==> src/rtl/spi_arb_pkg.sv <==
// Shared types and defaults for the two-port SPI arbiter/sequencer.
package spi_arb_pkg;

  typedef enum logic [1:0] {
    ARB_IDLE  = 2'd0,
    ARB_ISSUE = 2'd1,
    ARB_WAIT  = 2'd2,
    ARB_DONE  = 2'd3
  } arb_state_e;

  localparam int ARB_TIMEOUT_DEF = 64;
  localparam int ARB_DATA_W_DEF  = 8;
  localparam int ARB_ADDR_W_DEF  = 8;

endpackage

==> src/rtl/spi_arb_if.sv <==
// Requester handshakes plus the spi_if-facing signals of the arbiter.
interface spi_arb_if #(
  parameter int DATA_W = 8,
  parameter int ADDR_W = 8
);
  logic              req0_in, req1_in;
  logic              we0_in, we1_in;
  logic [DATA_W-1:0] wdata0_in, wdata1_in;
  logic              done0_out, done1_out;
  logic              err_out;
  logic [DATA_W-1:0] rdata_out;
  logic [ADDR_W-1:0] raddr_out;
  logic              spi_read_out, spi_send_out;
  logic [DATA_W-1:0] spi_data_out;
  logic              spi_driver_out;
  logic              spi_ready_in;
  logic [DATA_W-1:0] spi_rdata_in;
  logic [ADDR_W-1:0] spi_raddr_in;
  logic              spi_abort_out;

  // master: the arbiter itself; slave: requesters plus spi_if.
  modport master (
    input  req0_in, req1_in, we0_in, we1_in, wdata0_in, wdata1_in,
    input  spi_ready_in, spi_rdata_in, spi_raddr_in,
    output done0_out, done1_out, err_out, rdata_out, raddr_out,
    output spi_read_out, spi_send_out, spi_data_out, spi_driver_out, spi_abort_out
  );

  modport slave (
    output req0_in, req1_in, we0_in, we1_in, wdata0_in, wdata1_in,
    output spi_ready_in, spi_rdata_in, spi_raddr_in,
    input  done0_out, done1_out, err_out, rdata_out, raddr_out,
    input  spi_read_out, spi_send_out, spi_data_out, spi_driver_out, spi_abort_out
  );
endinterface

==> src/rtl/spi_arb_rr_pick2.sv <==
// Two-input round-robin picker: on a tie the port other than `last` wins.
module rr_pick2 (
  input  logic req0,
  input  logic req1,
  input  logic last,
  output logic grant_valid,
  output logic grant_idx
);
  assign grant_valid = req0 | req1;
  assign grant_idx   = req1 & (~req0 | ~last);
endmodule

==> src/rtl/spi_arb.sv <==
// Shares spi_if between two requesters: grant, pulse read/send, wait for
// ready or time out (aborting spi_if), then return a one-cycle done.
module spi_arb
  import spi_arb_pkg::*;
#(
  parameter int DATA_W  = ARB_DATA_W_DEF,
  parameter int ADDR_W  = ARB_ADDR_W_DEF,
  parameter int TIMEOUT = ARB_TIMEOUT_DEF
) (
  input logic clk,
  input logic rst,
  spi_arb_if.master bus
);
  localparam int CNT_W = $clog2(TIMEOUT);
  localparam logic [CNT_W-1:0] CNT_LAST = CNT_W'(TIMEOUT - 1);

  arb_state_e        state, nxt;
  logic              gnt_q, last_q, we_q, err_q;
  logic [DATA_W-1:0] wdata_q, rdata_q;
  logic [ADDR_W-1:0] raddr_q;
  logic [CNT_W-1:0]  cnt_q;
  logic              pick_valid, pick_idx;
  logic              abort;

  rr_pick2 u_pick (
    .req0        (bus.req0_in),
    .req1        (bus.req1_in),
    .last        (last_q),
    .grant_valid (pick_valid),
    .grant_idx   (pick_idx)
  );

  always_comb begin
    nxt   = state;
    abort = 1'b0;
    unique case (state)
      ARB_IDLE:  if (pick_valid) nxt = ARB_ISSUE;
      ARB_ISSUE: nxt = ARB_WAIT;
      ARB_WAIT: begin
        // ready takes priority over a timeout landing in the same cycle
        if (bus.spi_ready_in) nxt = ARB_DONE;
        else if (cnt_q == CNT_LAST) begin
          abort = 1'b1;
          nxt   = ARB_DONE;
        end
      end
      ARB_DONE:  nxt = ARB_IDLE;
      default:   nxt = ARB_IDLE;
    endcase
  end

  always_ff @(posedge clk or negedge rst) begin
    if (!rst) begin
      state   <= ARB_IDLE;
      gnt_q   <= 1'b0;
      last_q  <= 1'b1;
      we_q    <= 1'b0;
      err_q   <= 1'b0;
      wdata_q <= '0;
      rdata_q <= '0;
      raddr_q <= '0;
      cnt_q   <= '0;
    end else begin
      state <= nxt;
      unique case (state)
        ARB_IDLE: if (pick_valid) begin
          gnt_q   <= pick_idx;
          we_q    <= pick_idx ? bus.we1_in : bus.we0_in;
          wdata_q <= pick_idx ? bus.wdata1_in : bus.wdata0_in;
        end
        ARB_ISSUE: cnt_q <= '0;
        ARB_WAIT: begin
          cnt_q <= cnt_q + 1'b1;
          if (bus.spi_ready_in) begin
            rdata_q <= bus.spi_rdata_in;
            raddr_q <= bus.spi_raddr_in;
            err_q   <= 1'b0;
          end else if (abort) begin
            rdata_q <= '0;
            err_q   <= 1'b1;
          end
        end
        ARB_DONE: last_q <= gnt_q;
        default: ;
      endcase
    end
  end

  assign bus.spi_read_out   = (state == ARB_ISSUE) & ~we_q;
  assign bus.spi_send_out   = (state == ARB_ISSUE) &  we_q;
  assign bus.spi_data_out   = wdata_q;
  assign bus.spi_driver_out = (state != ARB_IDLE) & gnt_q;
  assign bus.spi_abort_out  = abort;
  assign bus.done0_out      = (state == ARB_DONE) & ~gnt_q;
  assign bus.done1_out      = (state == ARB_DONE) &  gnt_q;
  assign bus.err_out        = (state == ARB_DONE) &  err_q;
  assign bus.rdata_out      = rdata_q;
  assign bus.raddr_out      = raddr_q;

endmodule

==> src/flat_wrapper.sv <==
// flat-port wrapper written by rule: the top's interface ports become plain ports
module spi_arb_flat import spi_arb_pkg::*;
#(
  parameter int DATA_W  = ARB_DATA_W_DEF,
  parameter int ADDR_W  = ARB_ADDR_W_DEF,
  parameter int TIMEOUT = ARB_TIMEOUT_DEF
)
  (clk, rst, bus_req0_in, bus_req1_in, bus_we0_in, bus_we1_in, bus_wdata0_in, bus_wdata1_in, bus_spi_ready_in, bus_spi_rdata_in, bus_spi_raddr_in, bus_done0_out, bus_done1_out, bus_err_out, bus_rdata_out, bus_raddr_out, bus_spi_read_out, bus_spi_send_out, bus_spi_data_out, bus_spi_driver_out, bus_spi_abort_out);
  spi_arb_if #(.DATA_W(DATA_W), .ADDR_W(ADDR_W)) bus_i ();
  input logic clk;
  input logic rst;
  input wire logic [$bits(bus_i.req0_in)-1:0] bus_req0_in;
  input wire logic [$bits(bus_i.req1_in)-1:0] bus_req1_in;
  input wire logic [$bits(bus_i.we0_in)-1:0] bus_we0_in;
  input wire logic [$bits(bus_i.we1_in)-1:0] bus_we1_in;
  input wire logic [$bits(bus_i.wdata0_in)-1:0] bus_wdata0_in;
  input wire logic [$bits(bus_i.wdata1_in)-1:0] bus_wdata1_in;
  input wire logic [$bits(bus_i.spi_ready_in)-1:0] bus_spi_ready_in;
  input wire logic [$bits(bus_i.spi_rdata_in)-1:0] bus_spi_rdata_in;
  input wire logic [$bits(bus_i.spi_raddr_in)-1:0] bus_spi_raddr_in;
  output wire logic [$bits(bus_i.done0_out)-1:0] bus_done0_out;
  output wire logic [$bits(bus_i.done1_out)-1:0] bus_done1_out;
  output wire logic [$bits(bus_i.err_out)-1:0] bus_err_out;
  output wire logic [$bits(bus_i.rdata_out)-1:0] bus_rdata_out;
  output wire logic [$bits(bus_i.raddr_out)-1:0] bus_raddr_out;
  output wire logic [$bits(bus_i.spi_read_out)-1:0] bus_spi_read_out;
  output wire logic [$bits(bus_i.spi_send_out)-1:0] bus_spi_send_out;
  output wire logic [$bits(bus_i.spi_data_out)-1:0] bus_spi_data_out;
  output wire logic [$bits(bus_i.spi_driver_out)-1:0] bus_spi_driver_out;
  output wire logic [$bits(bus_i.spi_abort_out)-1:0] bus_spi_abort_out;
  assign bus_i.req0_in = bus_req0_in;
  assign bus_i.req1_in = bus_req1_in;
  assign bus_i.we0_in = bus_we0_in;
  assign bus_i.we1_in = bus_we1_in;
  assign bus_i.wdata0_in = bus_wdata0_in;
  assign bus_i.wdata1_in = bus_wdata1_in;
  assign bus_i.spi_ready_in = bus_spi_ready_in;
  assign bus_i.spi_rdata_in = bus_spi_rdata_in;
  assign bus_i.spi_raddr_in = bus_spi_raddr_in;
  assign bus_done0_out = bus_i.done0_out;
  assign bus_done1_out = bus_i.done1_out;
  assign bus_err_out = bus_i.err_out;
  assign bus_rdata_out = bus_i.rdata_out;
  assign bus_raddr_out = bus_i.raddr_out;
  assign bus_spi_read_out = bus_i.spi_read_out;
  assign bus_spi_send_out = bus_i.spi_send_out;
  assign bus_spi_data_out = bus_i.spi_data_out;
  assign bus_spi_driver_out = bus_i.spi_driver_out;
  assign bus_spi_abort_out = bus_i.spi_abort_out;
  spi_arb #(.DATA_W(DATA_W), .ADDR_W(ADDR_W), .TIMEOUT(TIMEOUT)) u_core (.clk(clk), .rst(rst), .bus(bus_i));
endmodule
==> config.mk <==
export PLATFORM = sky130hd
export DESIGN_NAME = spi_arb_flat
export DESIGN_NICKNAME = d
export VERILOG_FILES = /design/src/rtl/spi_arb_pkg.sv /design/src/rtl/spi_arb_if.sv /design/src/rtl/spi_arb_rr_pick2.sv /design/src/rtl/spi_arb.sv /design/src/flat_wrapper.sv
export SDC_FILE = /design/constraint.sdc
export NUM_CORES = 1
export LEC_CHECK = 0
export ABC_CLOCK_PERIOD_IN_PS = 2800
export BUFFER_PORTS_ARGS = -buffer_cell sky130_fd_sc_hd__buf_2
export CAP_MARGIN = 25
export CORE_MARGIN = 10
export CORE_UTILIZATION = 45
export DETAILED_ROUTE_END_ITERATION = 8
export PLACE_DENSITY = 0.85
export SYNTH_ARGS = -nofsm -noshare
export SYNTH_HDL_FRONTEND = slang
export SYNTH_SLANG_ARGS = --single-unit
==> constraint.sdc <==
create_clock -name clk -period 2.8 [get_ports clk]
set_input_delay 0.42 -clock clk [delete_from_list [all_inputs] [get_ports clk]]
set_output_delay 0.42 -clock clk [all_outputs]
set_load 0.005 [all_outputs]
# == Word-level counts from Yosys, hierarchy flattened ==
# Index checks and enable logic that the tools add are counted.
# word_totals
output_inout_bits,31
regBits,36
in_bits,39
wordCells,51
# op_classes
reduce_logical,8
muxes,14
bitwise,13
n_eq_ne,6
n_addsub,1
# op_table
op,n
$mux W8,3
$pmux W6 S2,1
$pmux W2 S4,1
$reduce_and A2 Y1,4
$and A1 B1 Y1,7
$add A6 B1 Y6 const B,1
$eq A6 B6 Y1 const B,1
$mux W1,6
$mux W2,3
$reduce_bool A2 Y1,3
$eq A2 B2 Y1 const B,2
$not A1 Y1,4
$ne A3 B2 Y1 const B,1
$eq A2 B1 Y1 const B,1
$logic_not A2 Y1,1
$ne A2 B1 Y1 const B,1
$or A1 B1 Y1,2

# == Depth between registers and ports, before layout ==
# Gate-level depths: netlist of the first run.
# depth
ltp_word,6
mapped_depth,8
depth_no_buf,6

# == Cells and area by module ==
# A second synthesis of the first run with hierarchy kept.
# unflattened
cells_unflattened,177
hier_area_um2,1720.4
# by_module_without_submodules
mod,seq_area_each_um2,cells_per_inst,area_each_um2,n_inst
spi_arb,902.1,175,1706.6,1
rr_pick2,0.0,2,13.8,1

# == Worst setup path after synthesis of the first run ==
# Ideal clock, no wire load.
# synth_path
path_kind,reg-to-output
from,register u_core.cnt_q[0]
to,output port bus_spi_abort_out
t_required_ns,2.380
arrival_ns,1.118
stages_incl_launch_ff,5
path_buffers,0
slack_ns,1.262
cell_sequence,dfrtp_1 -> ha_1 -> and3_2 -> nand4_2 -> nor2_1
# synth_via
elab_chain_cells,4
# synth_lines
element,line,source
start: declaration,spi_arb.sv:21,logic [CNT_W-1:0] cnt_q;
start signal: assignment,spi_arb.sv:73,cnt_q <= cnt_q + 1'b1;
$eq A6 B6 Y1,spi_arb.sv:42,else if (cnt_q == CNT_LAST) begin
$mux W1,spi_arb.sv:42,
$mux W1,spi_arb.sv:41,if (bus.spi_ready_in) nxt = ARB_DONE;
$mux W1,spi_arb.sv:36,unique case (state)
end: declaration,flat_wrapper.sv:30,output wire logic [$bits(bus_i.spi_abort_out)-1:0] bus_spi_abort_out;
# Every way passes these cells.

# == Final worst setup path of the first run ==
# layout_path
from,register u_core.state[0]
to,output port bus_spi_abort_out
# layout_via
elab_chain_cells,2
# layout_lines
element,line,source
start: declaration,spi_arb.sv:17,"arb_state_e state, nxt;"
start signal: assignment,spi_arb.sv:64,state <= nxt;
$eq A2 B2 Y1,spi_arb.sv:36,
$mux W1,spi_arb.sv:36,
# Every way passes these cells.

==> reports/qor.csv, run 1 <==
metric,value,unit
CORE AREA,3660,um2
R2R Setup Slk,1.01,ns
min cycle time layout,2.24,ns
cells on worst reg2reg path,5,
kind of critical path,reg2out,
dpl ws,0.885,ns
RR Startpoint,u_core.state[0],
starting density of the core,0.462,
"Clk pin slew, worst setup/hold paths",0.07,ns
root buf cell,clkbuf_8,
Synth Net Count,218,
Ant. Diodes,0,
Max VDD drop,0.000568,V
critical path arrival,1.82,ns
TritonCTS buffer count,5,
Die W,81.3,um
GR Util All Layers,0.127,
share of cells above drive strength 1,0.354,
post-route worst setup slack,0.558,ns
actual slew at the worst max-slew pin,0.764,ns
final setup violation count,0,
post-synth top area cell,dfrtp_1,
worst relative slew slack,0.491,
Sink Count,36,
Die Span Y,81.3,um
# IOs,70,
post_cts resized,0,
antenna violations before repair,0,
Critical Path Source Type,flip-flop,
Final Instance Area,2160,um2
largest net degree at the start of global routing,37,
post-synth top area share,0.517,
sequential area share after synthesis,0.533,
final hold violations,0,
nets,287,
Final Core Density,0.591,
Detail Placement HPWL,3210,um
dpl cell area,2050,um2
GP Congestion,0.771,
first-pass GRT wire length,6710,um
via count,1439,
synthesized area per cell,9.79,um2
most frequent cells after synthesis,"nand2_1, dfrtp_1, nand3_1",
Mapped Area,1690,um2
PwrDens,997,nW/um2
"FF+latch count, synth",36,
"EDFF count, synth",0,
Synth cell types,33,
worst r2r dst,u_core.bus.raddr_out[7],
RSZ-0062 raised after global routing,no,
number of global-route vias before repair,1454,
ys async rst share,1.00,
# fillers,330,
hold_buf cts,0,
status,"finished, final reports clean",
Max-Cap Viols,0,
Worst Path Max Fanout,10,
CTS tree,yes,
clk buf depth,2,
Worst Hold Slack,0.202,ns
Via density,4.95,
register area,902,um2
Rows,22,
setup TNS,0,ns
Die Area,6620,um2
Area Growth Syn to Fin,27.9,%
"Slew Viols, Final",0,
Final period util,0.801,
DRC Markers,0,
1st-iter DRT viols,27,
Synth warnings,0,
"top cells by area, synth","dfrtp_1, nand2_1, mux2i_1",
DRT antenna net count,0,
Pleak,1.19,nW
post-synthesis cell count,173,
CTS H-Tree Depth,2,
Hold WC Path Type,in2async,
Peak Freq,446,MHz
"Clk Latency, worst-skew pair",0.29,ns
Multi-input gate area,723,um2
crit end category,output pin,
leading cell type by number of instances after synthesis,nand2_1,
Final Skew,0.00650,ns
postcts setup bufs,0,
Detailed Routing Iterations Pass 1,4,
Synth Flop Type,dfrtp_1,
WL/cell,14.3,um
Post-Route WL,4160,um
gr ovfl total,0,
CP Data Required Time,2.38,ns
PortBufs,69,
## per-layer routing
metal	vias to the layer above	global-route usage	part of all wire
met5	-	0	0
met4	0	0.0415	0.0098
met3	4	0.0706	0.13
met2	54	0.203	0.47
met1	675	0.141	0.39
li1	706	-	-
## sequential cells by signal, summed over array words and instances, names as in the netlist
signal,cells
u_core.we_q,1
u_core.bus.rdata_out,8
u_core.bus.raddr_out,8
u_core.gnt_q,1
u_core.last_q,1
u_core.state,2
u_core.err_q,1
u_core.bus.spi_data_out,8
u_core.cnt_q,6
## stage by stage
stage | total power [mW] | std cells
5_1_grt | 2.36 | 291
3_5_place_dp | 1.73 | 283
2_1_floorplan | 1.40 | 173
6_report | 2.16 | 291
4_1_cts | 2.19 | 291
3_3_place_gp | 1.69 | 283
## worst max-delay path by stage
stage | start | to | slack, ns
floorplan | u_core.cnt_q[0] | bus_spi_abort_out | 1.26
global placement | u_core.state[0] | bus_spi_abort_out | 0.95
detailed placement | u_core.state[0] | bus_spi_abort_out | 0.89
CTS | u_core.state[0] | bus_spi_abort_out | 0.55
global route | u_core.state[0] | bus_spi_abort_out | 0.37
finish | u_core.state[0] | bus_spi_abort_out | 0.56
## cell families (layout without fill, tap and decap cells)
family	count (synthesis)	after routing	synth area share
AND/OR/NAND/NOR	83	83	0.226
multiplexers	12	12	0.0746
AO/OA/AOI/OAI	22	22	0.0769
buffers and inverters	13	83	0.0399
XOR/XNOR	1	1	0.00517
adder cells (fa/ha/maj)	6	6	0.0443
flip-flops	36	36	0.533
## power by group
group	internal [mW]	switching (mW)	leakage (nW)	total, mW
clock	0.263	0.188	0.0541	0.451
sequential	0.737	0.120	0.454	0.857
combinational	0.386	0.465	0.681	0.851
total	1.39	0.772	1.19	2.16
## critical path, stage by stage (launching register included)
cell and delay, ns:
dfrtp_1 0.41, inv_1 0.12, ha_1 0.37, nand4_2 0.34, nor2_1 0.16, buf_2 0.13
## layout by cell type (no fill, tap or decap)
cell type | synthesis | final
buf_2 | 3 | 69
nand2_1 | 53 | 53
dfrtp_1 | 35 | 35
nand3_1 | 11 | 11
mux2i_1 | 10 | 10
o21ai_1 | 9 | 9
inv_1 | 6 | 6
ha_1 | 6 | 6
clkbuf_8 | 0 | 5
nor2b_1 | 4 | 4
and2_1 | 4 | 4
a21oi_1 | 4 | 4
o21ai_0 | 4 | 4
nor2_1 | 3 | 3
and3_2 | 1 | 1
nand4_2 | 1 | 1
o21ai_2 | 1 | 1
a21boi_2 | 1 | 1
nor3b_2 | 1 | 1
nand2b_1 | 1 | 1
nor3_2 | 1 | 1
o32a_1 | 1 | 1
and3_1 | 1 | 1
o22ai_1 | 1 | 1
nand4_1 | 1 | 1
xor2_1 | 1 | 1
or3_1 | 1 | 1
a22o_1 | 1 | 1
mux2_2 | 1 | 1
mux2_4 | 1 | 1
clkinvlp_4 | 0 | 1
bufinv_16 | 0 | 1
clkinv_2 | 0 | 1
dfstp_2 | 1 | 1
## layout make-up
cell class	count	share of cell area
inverter	6	0.0104
sequential	36	0.417
clock buffer	5	0.0318
clock inverter	3	0.0197
tap	48	0.0277
timing repair buffer	69	0.160
multi-input combinational	124	0.334
(Power assumes the default switching activity.)
==> run 2: changes to the inputs <==
--- a/config.mk
+++ b/config.mk
@@ -5,7 +5,7 @@
 export SDC_FILE = /design/constraint.sdc
 export NUM_CORES = 1
 export LEC_CHECK = 0
-export ABC_CLOCK_PERIOD_IN_PS = 2800
+export ABC_CLOCK_PERIOD_IN_PS = 2250
 export BUFFER_PORTS_ARGS = -buffer_cell sky130_fd_sc_hd__buf_2
 export CAP_MARGIN = 25
 export CORE_MARGIN = 10
==> constraint.sdc (replaced) <==
create_clock -name clk -period 2.25 [get_ports clk]
set_input_delay 0.3375 -clock clk [delete_from_list [all_inputs] [get_ports clk]]
set_output_delay 0.3375 -clock clk [all_outputs]
set_load 0.005 [all_outputs]
==> run 2 against run 1 <==
Power is 23% higher. Setup slack worse by 0.26 ns. Sequential cell count stayed put. Register-to-register slack worse by 0.52 ns. Count of clock-buffer cells in the layout is 1 higher. Non-clock buffer count is 1 higher. Largest power group unchanged.
==> reports/qor.csv, run 2 (synthesized netlist as in run 1, its figures left out) <==
metric,value,unit,change
hold_buf cts,0,,unchanged
Die Span Y,81.3,um,unchanged
postcts setup bufs,0,,unchanged
worst r2r dst,u_core.cnt_q[5],,was u_core.bus.raddr_out[7]
CTS H-Tree Depth,2,,unchanged
CP Data Required Time,1.91,ns,was 2.38 ns
WL/cell,13.8,um,was 14.3 um
Final period util,0.868,,
PwrDens,1230,nW/um2,was 997 nW/um2
Area Growth Syn to Fin,28.1,%,was 27.9%
CORE AREA,3660,um2,unchanged
kind of critical path,reg2out,,unchanged
RR Startpoint,u_core.state[1],,was u_core.state[0]
final setup violation count,0,,unchanged
Ant. Diodes,0,,unchanged
actual slew at the worst max-slew pin,0.764,ns,about the same
gr ovfl total,0,,unchanged
Final Skew,0.00421,ns,was 0.00650 ns
GR Util All Layers,0.121,,was 0.127
RSZ-0062 raised after global routing,no,,unchanged
"Slew Viols, Final",0,,unchanged
Hold WC Path Type,in2async,,unchanged
PortBufs,69,,unchanged
Rows,22,,unchanged
critical path arrival,1.61,ns,was 1.82 ns
Final Core Density,0.592,,was 0.591
first-pass GRT wire length,6420,um,was 6710 um
Worst Hold Slack,0.120,ns,was 0.202 ns
Peak Freq,512,MHz,
CTS tree,yes,,unchanged
1st-iter DRT viols,46,,was 27
Detailed Routing Iterations Pass 1,4,,unchanged
root buf cell,clkbuf_8,,unchanged
Detail Placement HPWL,3160,um,was 3210 um
post_cts resized,0,,unchanged
Max-Cap Viols,0,,unchanged
TritonCTS buffer count,5,,unchanged
# IOs,70,,unchanged
antenna violations before repair,0,,unchanged
Post-Route WL,4020,um,was 4160 um
"most common cell after layout, fill and taps aside",buf_2,,unchanged
Pleak,1.19,nW,about the same
Sink Count,36,,unchanged
min cycle time layout,1.95,ns,
Die Area,6620,um2,unchanged
share of cells above drive strength 1,0.352,,was 0.354
"Clk Latency, worst-skew pair",0.28,ns,was 0.29 ns
Worst Path Max Fanout,10,,unchanged
"Clk pin slew, worst setup/hold paths",0.07,ns,about the same
crit end category,output pin,,unchanged
Die W,81.3,um,unchanged
largest net degree at the start of global routing,37,,unchanged
final hold violations,0,,unchanged
clk buf depth,2,,unchanged
most frequent cells in the layout,"buf_2, nand2_1, dfrtp_1, nand3_1, mux2i_1",,unchanged
Via density,4.85,,was 4.95
cells on worst reg2reg path,5,,unchanged
setup TNS,0,ns,unchanged
starting density of the core,0.462,,unchanged
DRC Markers,0,,unchanged
Critical Path Source Type,flip-flop,,unchanged
nets,288,,was 287
GP Congestion,0.847,,was 0.771
status,"finished, final reports clean",,unchanged
via count,1416,,was 1439
worst relative slew slack,0.491,,about the same
DRT antenna net count,0,,unchanged
Max VDD drop,0.000585,V,was 0.000568 V
number of global-route vias before repair,1408,,was 1454
R2R Setup Slk,0.49,ns,was 1.01 ns
[run 2: cell type report]
cell class,count,area [um2]
multi-input combinational,124,723
tap,48,60.1
sequential,36,902
timing repair buffer,70,353
clock inverter,2,35.0
clock buffer,6,72.6
inverter,6,22.5
fill,318,1490
[run 2: per-layer routing]
metal,global-route usage,wire length [um]
met2,0.191,1850
met1,0.136,1630
met4,0.0311,34
met5,0,0
met3,0.0706,510
[run 2: power breakdown]
| part | total (mW) | internal (mW) | switching (mW) |
|---|---|---|---|
| clock network | 0.544 | 0.328 | 0.216 |
| registers | 1.07 | 0.918 | 0.152 |
| logic | 1.04 | 0.481 | 0.561 |
| total | 2.66 | 1.73 | 0.929 |
[run 2: through the flow]
step	power [mW]	std cells	worst slack (ns)	area [um2]
floorplan	1.74	173	0.720	1690
global placement	2.10	284	0.547	2060
detailed placement	2.15	284	0.486	2060
CTS	2.70	292	0.276	2170
global route	2.90	292	0.166	2170
finish	2.66	292	0.298	2170
[run 2: critical path, stage by stage (launching register included)]
cell	delay [ns]
dfrtp_1	0.42
inv_1	0.12
ha_1	0.37
nand4_2	0.16
nor2_1	0.13
buf_2	0.13
[run 2: worst max-delay path by stage]
stage               startpoint                      end  slack (ns)  cells past startpoint
5_1_grt        u_core.state[0]        bus_spi_abort_out        0.17                      5
6_report       u_core.state[0]        bus_spi_abort_out        0.30                      5
3_3_place_gp   u_core.state[0]  u_core.bus.raddr_out[4]        0.55                      5
3_5_place_dp   u_core.state[0]  u_core.bus.rdata_out[4]        0.49                      5
2_1_floorplan  u_core.state[0]          u_core.state[1]        0.72                      7
4_1_cts        u_core.state[0]        bus_spi_abort_out        0.28                      5
